<file path="config.mk">
export PLATFORM = sky130hd
export DESIGN_NAME = weight_fifo_loader
export DESIGN_NICKNAME = d
export VERILOG_FILES = /design/src/rtl/weight_fifo_loader.sv
export SDC_FILE = /design/constraint.sdc
export NUM_CORES = 1
export LEC_CHECK = 0
export BUFFER_PORTS_ARGS = -buffer_cell sky130_fd_sc_hd__buf_2
export CORE_AREA = 2 2 223 225
export CTS_BUF_LIST = sky130_fd_sc_hd__clkbuf_8
export CTS_CLUSTER_SIZE = 12
export DETAILED_ROUTE_END_ITERATION = 8
export DIE_AREA = 0 0 225 227
export SYNTH_ARGS = -nofsm -noshare
export SYNTH_HDL_FRONTEND = slang
export SYNTH_SLANG_ARGS = --single-unit
</file>
<file path="constraint.sdc">
create_clock -name clk -period 3.55 [get_ports clk]
set_clock_uncertainty 0.15 [all_clocks]
set_input_delay 0.5325 -clock clk [delete_from_list [all_inputs] [get_ports clk]]
set_output_delay 0.5325 -clock clk [all_outputs]
set_load 0.01 [all_outputs]
</file>
<file path="src/rtl/weight_fifo_loader.sv">
// Weight SRAM -> systolic weight FIFO loader: fetches FIFO_DEPTH rows and ripples them into the FIFO.
// Optional build macro WEIGHT_FIFO_LOADER_ZERO_PAD_EN adds num_rows; rows past num_rows shift in zeros.
module weight_fifo_loader #(
  parameter int DATA_WIDTH = 16,
  parameter int FIFO_WIDTH = 16,
  parameter int FIFO_DEPTH = 16,
  parameter int ADDR_WIDTH = 16
) (
  input  logic                             clk,
  input  logic                             rstn,
  input  logic                             start,
  input  logic [ADDR_WIDTH-1:0]            base_addr,
`ifdef WEIGHT_FIFO_LOADER_ZERO_PAD_EN
  input  logic [$clog2(FIFO_DEPTH+1)-1:0]  num_rows,
`endif
  output logic                             busy,
  output logic                             done,
  output logic                             mem_req,
  output logic [ADDR_WIDTH-1:0]            mem_addr,
  input  logic                             mem_rvalid,
  input  logic [DATA_WIDTH*FIFO_WIDTH-1:0] mem_rdata,
  output logic [DATA_WIDTH-1:0]            w_in [0:FIFO_WIDTH-1],
  output logic [FIFO_DEPTH-1:0]            en
);

  localparam int RW = $clog2(FIFO_DEPTH + 1);

  typedef enum logic [2:0] {
    S_IDLE,
    S_REQ,
    S_WAIT,
    S_SHIFT,
    S_DONE
  } state_e;

  state_e                          state_q;
  logic [ADDR_WIDTH-1:0]           base_q;
  logic [RW-1:0]                   row_q;
  logic [DATA_WIDTH*FIFO_WIDTH-1:0] wdata_q;
  logic                            busy_q;
  logic                            done_q;
  logic                            mem_req_q;
  logic [ADDR_WIDTH-1:0]           mem_addr_q;
  logic                            en_q;

  logic [RW-1:0] row_d;
  logic          last_row;
  logic          fetch_next;

  assign row_d    = row_q + RW'(1);
  assign last_row = (row_q == RW'(FIFO_DEPTH - 1));

`ifdef WEIGHT_FIFO_LOADER_ZERO_PAD_EN
  logic [RW-1:0] nrows_q;
  logic [RW-1:0] nrows_clamped;

  assign nrows_clamped = (num_rows > RW'(FIFO_DEPTH)) ? RW'(FIFO_DEPTH) : num_rows;
  assign fetch_next    = (row_d < nrows_q);
`else
  assign fetch_next = 1'b1;
`endif

  always_ff @(posedge clk or negedge rstn) begin
    if (!rstn) begin
      state_q    <= S_IDLE;
      base_q     <= '0;
      row_q      <= '0;
      wdata_q    <= '0;
      busy_q     <= 1'b0;
      done_q     <= 1'b0;
      mem_req_q  <= 1'b0;
      mem_addr_q <= '0;
      en_q       <= 1'b0;
`ifdef WEIGHT_FIFO_LOADER_ZERO_PAD_EN
      nrows_q    <= '0;
`endif
    end else begin
      case (state_q)
        S_IDLE: begin
          if (start) begin
            base_q <= base_addr;
            row_q  <= '0;
            busy_q <= 1'b1;
`ifdef WEIGHT_FIFO_LOADER_ZERO_PAD_EN
            nrows_q <= nrows_clamped;
            if (nrows_clamped == '0) begin
              // nothing to fetch: go straight to zero shifts
              wdata_q <= '0;
              en_q    <= 1'b1;
              state_q <= S_SHIFT;
            end else begin
              mem_req_q  <= 1'b1;
              mem_addr_q <= base_addr;
              state_q    <= S_REQ;
            end
`else
            mem_req_q  <= 1'b1;
            mem_addr_q <= base_addr;
            state_q    <= S_REQ;
`endif
          end
        end

        S_REQ: begin
          mem_req_q <= 1'b0;
          state_q   <= S_WAIT;
        end

        S_WAIT: begin
          if (mem_rvalid) begin
            wdata_q <= mem_rdata;
            en_q    <= 1'b1;
            state_q <= S_SHIFT;
          end
        end

        S_SHIFT: begin
          if (last_row) begin
            en_q    <= 1'b0;
            busy_q  <= 1'b0;
            done_q  <= 1'b1;
            state_q <= S_DONE;
          end else begin
            row_q <= row_d;
            if (fetch_next) begin
              en_q       <= 1'b0;
              mem_req_q  <= 1'b1;
              mem_addr_q <= base_q + ADDR_WIDTH'(row_d);
              state_q    <= S_REQ;
            end else begin
              // padding row: keep en high and shift a zero row next cycle
              wdata_q <= '0;
              state_q <= S_SHIFT;
            end
          end
        end

        S_DONE: begin
          done_q  <= 1'b0;
          state_q <= S_IDLE;
        end

        default: begin
          state_q <= S_IDLE;
        end
      endcase
    end
  end

  assign busy     = busy_q;
  assign done     = done_q;
  assign mem_req  = mem_req_q;
  assign mem_addr = mem_addr_q;
  assign en       = {FIFO_DEPTH{en_q}};

  for (genvar j = 0; j < FIFO_WIDTH; j++) begin : g_win
    assign w_in[j] = wdata_q[j*DATA_WIDTH +: DATA_WIDTH];
  end

endmodule

</file>
# After elaboration in Yosys (flattened, before gate mapping)
# Cells that the tools add are included.
dict set report totals {
  register_bits 300
  out_inout_bits 291
  wordCells 52
}
dict set report classes {
  add_sub_neg 2
  n_eq_ne 9
  n_mux 19
  n_reduce_logical 13
}
# cell count
set op_table {}
lappend op_table {{2-to-1 mux 16 bit} 2}
lappend op_table {{one-hot mux 16 bit (2 select lines)} 1}
lappend op_table {{adder 16 x 5 -> 16 bit} 1}
lappend op_table {{one-hot mux 3 bit (4 select lines)} 1}
lappend op_table {{2-to-1 mux 5 bit} 2}
lappend op_table {{one-hot mux 5 bit (2 select lines)} 1}
lappend op_table {{AND reduction 2 bit} 5}
lappend op_table {{2-to-1 mux 3 bit} 3}
lappend op_table {{AND reduction 3 bit} 3}
lappend op_table {{inequality test 2 bit (second input constant)} 4}
lappend op_table {{equality test 3 x 2 -> 1 bit (second input constant)} 2}
lappend op_table {{one-hot mux 1 bit (2 select lines)} 3}
lappend op_table {{nonzero test 2 bit} 3}
lappend op_table {{adder 5 x 1 -> 5 bit (second input constant)} 1}
lappend op_table {{equality test 5 x 4 -> 1 bit (second input constant)} 1}
lappend op_table {{2-to-1 mux 1 bit} 5}
lappend op_table {{equality test 3 x 1 -> 1 bit (second input constant)} 1}
lappend op_table {{equality test 3 bit (second input constant)} 1}
lappend op_table {{logical NOT 3 bit} 1}
lappend op_table {{one-hot mux 1 bit (3 select lines)} 1}
lappend op_table {{nonzero test 3 bit} 1}

# Longest topological paths before layout
# Gate-level depths: netlist of run 1.
dict set report depth {
  ltp_word 4
  mapped_depth 10
}

# Worst setup path after synthesis of run 1
# OpenSTA, ideal clock, no wires.
dict set report synth_timing {
  path_type {reg-to-reg}
  startpoint {register row_q[0]}
  endpoint {register mem_addr_q[14] (netlist: mem_addr[14])}
  arrival_ns 2.367
  path_slack_ns 0.963
  stages_incl_launch_ff 11
  path_buffers 0
  period_less_slack_ns 2.587
  path_cell_list {dfrtp_1 ha_1 and3_1 ha_1 inv_1 ha_1 and2_1 o21ai_0 nand2_1 a311o_1 nand4_1}
}
dict set report synth_via {
  elab_chain_cells 4
  elab_cells_between_ends 7
  cone_classes {add/sub (2); eq/ne (2); mux (2); reduce/logical (1)}
}
# element line
set synth_lines {}
lappend synth_lines {{start: declaration} 38} ;# logic [RW-1:0] row_q;
lappend synth_lines {{start signal: assignment} 124} ;# row_q <= row_d;
lappend synth_lines {{adder 5 x 1 -> 5 bit} 50} ;# assign row_d = row_q + RW'(1);
lappend synth_lines {{adder 16 x 5 -> 16 bit} 128} ;# mem_addr_q <= base_q + ADDR_WIDTH'(row_d);
lappend synth_lines {{2-to-1 mux 16 bit} 118} ;# if (last_row) begin
lappend synth_lines {{one-hot mux 16 bit (2 select lines)} 78} ;# case (state_q)
lappend synth_lines {{end signal: assignment} 98} ;# mem_addr_q <= base_addr;
lappend synth_lines {{end signal: assignment} 128}
lappend synth_lines {{end: declaration} 43} ;# logic [ADDR_WIDTH-1:0] mem_addr_q;
# Several ways; a longest one is shown, not always the timed one. The select of a mux whose other input is x is not followed.
# A chain may end at the register's enable or synchronous reset.

# Final worst setup path of run 1
# Ends and elaborated chain as after synthesis.

==> impl_metrics.json, run 1 <==
{
  "p_clk_frac": 0.210,
  "ys_seq_area_frac": 0.622,
  "drive_gt1_frac": 0.410,
  "grtUsageMet3": 0.0412,
  "cts_tree": "done",
  "dpl.hpwl_um": 25000,
  "avgSynthCellArea_um2": 15.0,
  "synth_ff_type": "dfrtp_1",
  "cts_setup_buffers": 0,
  "fin_total_pwr_mw": 15.5,
  "syn2layout_area_growth_pct": 59.2,
  "antenna_found_initial": 1,
  "clock.fmax_mhz": 353,
  "instances_no_fill": 2327,
  "synth-adder-area-share": 0.00892,
  "clock_latency_ns": 0.60,
  "io_pins": 567,
  "r2r_cells": 10,
  "htree_levels": 2,
  "rrSetupSlack_ns": 0.72,
  "critPathCaptureType": "flip-flop",
  "clk_pin_slew_ns": 0.06,
  "final_core_util": 0.396,
  "ant_nets": 0,
  "ys_ff_latch": 300,
  "tightest_slew_ns": 0.784,
  "critPathLaunchType": "flip-flop",
  "synth_edf_count": 0,
  "drt_first_pass_iters": 4,
  "fp.dieH_um": 227,
  "muxShareOfSynthArea": 0.241,
  "required_ns": 3.94,
  "netlist_area_um2": 12100,
  "use_met1": 0.145,
  "p_int_mw": 9.86,
  "yosysWarnings": 0,
  "ys_types": 48,
  "hp-class": "input port to flip-flop",
  "synth-simple-area-share": 0.0424,
  "p_comb_frac": 0.395,
  "hold_viol_final": 0,
  "synth_compound_area_frac": 0.0320,
  "grt_pass1_wl_um": 56000,
  "fin_tns_setup_ns": 0,
  "async_reset_ff_frac": 1.00,
  "netlist_instances": 807,
  "r2r-start": "row_q[0]",
  "min_from": "mem_rdata[59]",
  "seqPwrFrac": 0.394,
  "reg2reg_to": "mem_addr[14]",
  "viasPerCell": 4.21,
  "cts.path.max_buffers": 3,
  "grt_max_degree": 115,
  "setup_viol": 0,
  "period_minus_slack_ns": 2.83,
  "rsz0062_at_grt": "no",
  "hold_end": "wdata_q[59]",
  "status": "finished clean",
  "initial_core_util": 0.249,
  "grt_pass1_vias": 10600,
  "slew-limit-headroom": 0.477,
  "place_congestion": 0.822,
  "swShare": 0.362,
  "die-area_um2": 51100,
  "rows": 81,
  "peakVddDrop_mv": 0.409,
  "cp.arrival_ns": 3.22,
  "p_sw_mw": 5.60,
  "drc": 0,
  "die_w_um": 225,
  "drt-initial-drc-count": 446,
  "crit_type": "flip-flop to flip-flop",
  "finalMaxSlewViolations": 0,
  "worstPathMaxFanout": 6,
  "postRouteWirelength_um": 36700,
  "cts-root-buf": "clkbuf_8",
  "vias": 9791,
  "wl_per_cell_um": 15.8,
  "portBuffers": 566,
  "power_density_nw_per_um2": 805,
  "synthXorXnorAreaFrac": 0.00871,
  "fillers": 4495,
  "cts_buffers": 52,
  "post-place-cells": 1959,
  "fin_nets": 1948,
  "core_um2": 48500,
  "gr-total-overflow": 0,
  "maxCapViolations": 0,
  "cts_sinks": 300,
  "p_leak_nw": 9.22,
  "synth_top_family_by_area": "multiplexers",
  "groute.usage.overall": 0.137,
  "syn_nets": 1091,
  "use_met2": 0.255,
  "grt_busiest_layer": "met2",
  "hold_depth": 2,
  "finalCritPeriodShare": 0.798
}
## cells by family after synthesis
family                   count (synthesis)
AND/OR/NAND/NOR                        103
XOR/XNOR                                12
multiplexers                           258
buffers and inverters                   63
flip-flops                             300
AO/OA/AOI/OAI                           63
adder cells (fa/ha/maj)                  8
## sequential cells by signal, indices dropped and copies added (netlist names)
signal    cells
base_q       16
mem_req       1
en_q          1
done          1
wdata_q     256
busy          1
row_q         5
state_q       3
mem_addr     16
## synthesized netlist by cell type (2+ instances only)
master	number	area, um2
a21boi_0	2	15.0
a21o_1	4	30.0
a21oi_1	18	90.1
a22o_1	2	17.5
and2_1	2	12.5
and3_1	3	18.8
buf_2	11	55.1
buf_4	18	135
buf_6	14	158
buf_8	11	165
dfrtp_1	300	7510
ha_1	7	87.6
inv_1	9	33.8
mux2_1	229	2580
mux2_2	27	304
mux2i_1	2	20.0
nand2_1	58	218
nand2b_1	2	12.5
nand3_1	7	35.0
nand3b_1	2	15.0
nand4_1	3	18.8
nor2_1	9	33.8
nor2b_1	4	25.0
nor3_1	4	20.0
o211ai_1	4	30.0
o21ai_0	16	80.1
o21ai_1	2	10.0
o22ai_1	6	37.5
or3_1	2	12.5
xnor2_1	7	61.3
xor2_1	5	43.8
## how the worst max path moves through the flow
stage | startpoint | to | slack (ns) | cells past startpoint
2_1_floorplan | row_q[0] | mem_addr[14] | 0.96 | 10
3_3_place_gp | row_q[0] | mem_addr[14] | 0.75 | 10
3_5_place_dp | row_q[0] | mem_addr[14] | 0.73 | 10
4_1_cts | row_q[0] | mem_addr[14] | 0.72 | 10
5_1_grt | row_q[0] | mem_addr[14] | 0.53 | 10
6_report | row_q[0] | mem_addr[14] | 0.72 | 10
## final cells by class
| cell class | count | area [um2] | share of cell area |
|---|---|---|---|
| Clock inverter | 23 | 125 | 0.00651 |
| Sequential cell | 300 | 7510 | 0.391 |
| Clock buffer | 71 | 977 | 0.0509 |
| Multi-Input combinational cell | 444 | 4010 | 0.209 |
| Timing Repair Buffer | 857 | 5770 | 0.301 |
| Inverter | 9 | 33.8 | 0.00176 |
| Antenna cell | 1 | 2.50 | 0.000130 |
| Tap cell | 622 | 778 | 0.0405 |
## critical path, stage by stage, from the launching register on
cell,delay (ns)
dfrtp_1,0.41
ha_1,0.25
and3_1,0.19
ha_1,0.29
inv_1,0.05
ha_1,0.34
and2_1,0.18
o21ai_0,0.33
nand2_1,0.14
a311o_1,0.34
nand4_1,0.09
## per-stage QoR
| step | hold WS [ns] | setup WS, ns | area, um2 |
|---|---|---|---|
| after floorplan | 0.0869 | 0.963 | 12100 |
| after global placement | 0.312 | 0.753 | 15400 |
| after global routing | 0.00882 | 0.531 | 19200 |
| after detailed placement | 0.319 | 0.726 | 15400 |
| after CTS | 0.00162 | 0.719 | 19200 |
| final | 0.0743 | 0.719 | 19200 |
## per-layer routing
| layer | vias up | wire length [um] |
|---|---|---|
| met1 | 4798 | 13700 |
| met3 | 89 | 2600 |
| li1 | 4545 | - |
| met5 | - | 0 |
| met4 | 0 | 1130 |
| met2 | 359 | 19300 |
## timing repair
item | CTS | global route
hold endpoints to repair | 362 | 0
setup endpoints to repair | 0 | 0
resized for setup | 0 | 0
hold buffers | 273 | 0
## power groups by stage
stage	Clock (mW)	Sequential, mW	Combinational, mW
after floorplan	0	6.79	2.71
after detailed placement	0	6.12	5.90
final	3.25	6.10	6.11
after global routing	3.54	6.32	6.63
after CTS	3.36	6.08	6.16
after global placement	0	6.04	5.80
## placed cells by master, fill, tap and decap left out, types with 4 or more instances in the layout
cell type and count:
clkbuf_8 71, clkinv_2 9, ha_1 7, nand3_1 7, buf_4 13, nor3_1 4, xnor2_1 7, nand2_1 58
nor2b_1 4, buf_2 565, nor2_1 9, a21oi_1 18, o211ai_1 4, buf_12 5, o22ai_1 6, inv_1 20
mux2_1 229, xor2_1 5, mux2_2 27, o21ai_0 16, dfrtp_1 300, a21o_1 4, dlygate4sd3_1 273
(Power assumes the default switching activity.)
==> inputs of run 2 (changes only) <==
Settings changed: CORE_AREA 2 2 223 225 to 2 2 220 222, DIE_AREA 0 0 225 227 to 0 0 222 224.
Clock period 3.55 ns to 2.3 ns, I/O delays scaled along.
==> impl_metrics.json, run 2 (synthesis results as in run 1) <==
{
  "period_minus_slack_ns": 2.32,
  "crit_type": "flip-flop to flip-flop",
  "cts.path.max_buffers": 3,
  "htree_levels": 2,
  "finalMaxSlewViolations": 0,
  "final_common_cell": "buf_2",
  "power_density_nw_per_um2": 1250,
  "regMostFlops": "wdata_q",
  "cts_tree": "done",
  "final.setup.worst_slack_ns": -0.0208,
  "grt_pass1_wl_um": 61800,
  "io_pins": 567,
  "violations": "setup timing",
  "rows": 80,
  "critPathLaunch": "row_q[0]",
  "critPathCaptureType": "flip-flop",
  "status": "complete, but fails checks",
  "slew-limit-headroom": 0.656,
  "crit_chain": "ha_2 > and3_4 > ha_4 > inv_2 > ha_4 > and2_4 > o21ai_4 > a21oi_2 > mux2i_1 > nand3_1",
  "hold_viol_final": 0,
  "fin_tns_setup_ns": -0.0404,
  "antenna_found_initial": 1,
  "wl_per_cell_um": 16.9,
  "syn2layout_area_growth_pct": 63.7,
  "cts_buffers": 53,
  "maxCapViolations": 0,
  "hp-class": "input port to async pin",
  "initial_core_util": 0.255,
  "cts_sinks": 300,
  "core_um2": 47300,
  "clk_pin_slew_ns": 0.06,
  "cp_slowest_cell": "dfrtp_1",
  "critical_path_buf_inv_count": 1,
  "required_ns": 2.63,
  "place_congestion": 0.845,
  "cp.arrival_ns": 2.65,
  "tightest_slew_ns": 0.515,
  "r2r-start": "row_q[0]",
  "pre_cts_ws_ns": -0.158,
  "rsz0062_at_grt": "yes",
  "grt_max_degree": 57,
  "portBuffers": 566,
  "fp.dieH_um": 224,
  "peakVddDrop_mv": 0.608,
  "clock.fmax_mhz": 431,
  "setup_viol": 2,
  "worst_path_most_repeated_cell": "ha_4",
  "die-area_um2": 49700,
  "dpl.hpwl_um": 27800,
  "drt_first_pass_iters": 4,
  "finalCritPeriodShare": 1.01,
  "cts-root-buf": "clkbuf_8",
  "vias": 10000,
  "largest_reg_flops": 256,
  "slowest_delay_ns": 0.39,
  "layout_common_cells": "buf_2, dfrtp_1, dlygate4sd3_1",
  "grt_pass1_vias": 11000,
  "ant_nets": 0,
  "postRouteWirelength_um": 39900,
  "drc": 0,
  "viasPerCell": 4.25,
  "clock_latency_ns": 0.59,
  "die_w_um": 222,
  "post-place-cells": 1987,
  "critical_path.top_delay_family": "adder cells",
  "groute.usage.overall": 0.158,
  "fin_nets": 1990,
  "drt-initial-drc-count": 358,
  "gr-total-overflow": 0,
  "worstPathMaxFanout": 5,
  "p_leak_nw": 9.46,
  "fin_total_pwr_mw": 24.8,
  "drive_gt1_frac": 0.432,
  "critPathLaunchType": "flip-flop",
  "instances_no_fill": 2360
}
run 2: repair_timing:
action,in CTS,in global routing
buffers inserted,2,2
endpoints found under the hold margin,456,0
hold buffers,275,0
setup endpoints to repair,9,12
gates resized for setup,11,10
pin swaps,7,11
run 2: worst paths after layout:
path                           endpoint  cells past startpoint  slack, ns
setup / recovery           mem_addr[12]                     10      -0.02
hold / removal              wdata_q[36]                      2       0.11
setup reg to reg           mem_addr[12]                     10      -0.02
hold reg to reg            wdata_q[117]                      1       0.33
max in group asynchronous   wdata_q[22]                      4       1.15
min in group clk           wdata_q[117]                      1       0.33
run 2: power breakdown:
part           switching (mW)  total, mW  leakage (nW)  internal [mW]
clock                    2.22       5.21         0.637           2.99
combinational            5.25       10.2          5.27           4.91
sequential               1.44       9.40          3.56           7.95
total                    8.91       24.8          9.46           15.9
run 2: layout make-up:
type	instances	area, um2
sequential	300	7510
clock inverter	21	144
tap	615	769
fill	4344	27600
inverter	9	36.3
timing repair buffer	898	6180
antenna	1	2.50
clock buffer	72	991
multi-input combinational	444	4120
run 2: routing by layer:
layer | global-route usage | vias up | part of all wire
met5 | 0 | - | 0
met1 | 0.173 | 4905 | 0.38
li1 | - | 4638 | -
met3 | 0.0445 | 94 | 0.061
met4 | 0.0593 | 0 | 0.033
met2 | 0.289 | 391 | 0.52
run 2: per-stage QoR:
step	hold slack [ns]	utilization	instance area, um2
global route	0.0720	0.417	19800
detailed placement	0.117	0.333	15700
finish	0.107	0.417	19800
CTS	0.0292	0.416	19700
floorplan	-0.101	-	12100
global placement	0.116	0.333	15700
==> inputs of run 3 (changes only) <==
Settings changed: PLACE_DENSITY set to 0.56, REMOVE_ABC_BUFFERS set to 1.
==> impl_metrics.json, run 3 (synthesis results as in run 1) <==
{
  "setup_viol": 0,
  "place_congestion": 0.771,
  "viasPerCell": 4.21,
  "r2r_cells": 11,
  "die-area_um2": 49700,
  "grt_pass1_vias": 10800,
  "fillers": 4360,
  "clock.fmax_mhz": 437,
  "portBuffers": 566,
  "fin_tns_setup_ns": 0,
  "largest_reg_flops": 256,
  "cp.arrival_ns": 2.64,
  "tightest_slew_ns": 0.575,
  "grt_pass1_wl_um": 58800,
  "crit_type": "flip-flop to flip-flop",
  "drt-initial-drc-count": 342,
  "pre_cts_ws_ns": -0.237,
  "worstPathMaxFanout": 3,
  "finalCritPeriodShare": 0.994,
  "fin_nets": 1988,
  "num_antenna_cells": 0,
  "period_minus_slack_ns": 2.29,
  "dpl.hpwl_um": 26000,
  "drt_first_pass_iters": 6,
  "cts.path.max_buffers": 3,
  "gr-total-overflow": 0,
  "groute.usage.overall": 0.147,
  "drc": 0,
  "final.setup.worst_slack_ns": 0.0137,
  "antenna_found_initial": 0,
  "power_density_nw_per_um2": 1250,
  "rows": 80,
  "maxCapViolations": 0,
  "cts_buffers": 53,
  "critPathLaunchType": "flip-flop",
  "clk_pin_slew_ns": 0.06,
  "cts_tree": "done",
  "regMostFlops": "wdata_q",
  "postRouteWirelength_um": 37500,
  "peakVddDrop_mv": 0.650,
  "critPathCaptureType": "flip-flop",
  "die_w_um": 222,
  "p_leak_nw": 9.42,
  "ant_nets": 0,
  "cp_num_cells": 11,
  "wl_per_cell_um": 16.0,
  "final_common_cell": "buf_2",
  "drive_gt1_frac": 0.435,
  "rsz0062_at_grt": "yes",
  "fin_total_pwr_mw": 24.6,
  "crit_chain": "ha_2 > and3_4 > ha_4 > inv_2 > ha_4 > and2_4 > o21ai_4 > buf_6 > a21oi_2 > xnor2_1 > o211ai_1",
  "syn2layout_area_growth_pct": 63.4,
  "vias": 9902,
  "layout_common_cells": "buf_2, dfrtp_1, dlygate4sd3_1",
  "hp-class": "input port to async pin",
  "cts_sinks": 300,
  "post-place-cells": 1989,
  "initial_core_util": 0.255,
  "grt_max_degree": 66,
  "clock_latency_ns": 0.59,
  "htree_levels": 2,
  "fp.dieH_um": 224,
  "io_pins": 567,
  "slew-limit-headroom": 0.617,
  "status": "finished clean",
  "instances_no_fill": 2352,
  "critical_path_buf_inv_count": 2,
  "required_ns": 2.65,
  "cp_slowest_cell": "dfrtp_1",
  "finalMaxSlewViolations": 0,
  "hold_viol_final": 0,
  "cts-root-buf": "clkbuf_8",
  "slowest_delay_ns": 0.38,
  "critical_path.top_delay_family": "adder cells",
  "core_um2": 47300,
  "worst_path_most_repeated_cell": "ha_4"
}
run 3: cell count changes in the layout (fill, tap and decap cells not counted), moves of 2 or more:
cell and delta:
clkbuf_8 -6, clkinv_2 +2, a21oi_2 +2, o21ai_0 -3, a21oi_1 -2, o21ai_2 +2
buf_6 +2, inv_1 -2, buf_4 -4
run 3: final cells by class:
| cell class | instances | area [um2] | area share |
|---|---|---|---|
| Tap cell | 615 | 769 | 0.0390 |
| Inverter | 9 | 33.8 | 0.00171 |
| Clock inverter | 22 | 180 | 0.00914 |
| Multi-Input combinational cell | 444 | 4150 | 0.210 |
| Clock buffer | 66 | 908 | 0.0461 |
| Sequential cell | 300 | 7510 | 0.381 |
| Timing Repair Buffer | 896 | 6170 | 0.313 |
run 3: final timing paths:
check                              from            to  slack (ns)
setup / recovery               row_q[0]  mem_addr[10]        0.01
hold / removal                     rstn  wdata_q[108]        0.19
setup reg to reg               row_q[0]  mem_addr[10]        0.01
hold reg to reg            wdata_q[101]  wdata_q[101]        0.33
max in group asynchronous          rstn     base_q[3]        1.15
min in group clk           wdata_q[101]  wdata_q[101]        0.33
run 3: per-layer routing:
| layer | GRT usage | wire length [um] | vias up |
|---|---|---|---|
| li1 | - | - | 4615 |
| met5 | 0 | 0 | - |
| met3 | 0.0453 | 2680 | 67 |
| met4 | 0.0416 | 740 | 0 |
| met1 | 0.171 | 14900 | 4841 |
| met2 | 0.262 | 19200 | 379 |
run 3: stage by stage:
step	cell area [um2]	utilization	hold WS (ns)
after floorplan	11600	-	-0.101
after global placement	15700	0.332	0.211
after detailed placement	15700	0.332	0.218
after CTS	19700	0.416	0.143
after global routing	19700	0.416	0.165
final	19700	0.416	0.185
run 3: timing repair:
action,in CTS,in global routing
hold buffers,275,0
hold endpoints to repair,444,0
pin swaps,18,11
setup endpoints to repair,12,12
setup buffers,1,0
resized for setup,26,13
run 3: report_power, final:
| group | leakage (nW) | switching, mW | total, mW | internal (mW) |
|---|---|---|---|---|
| Sequential | 3.56 | 1.46 | 9.42 | 7.96 |
| Combinational | 5.26 | 5.17 | 10.1 | 4.92 |
| Clock | 0.600 | 2.17 | 5.07 | 2.90 |
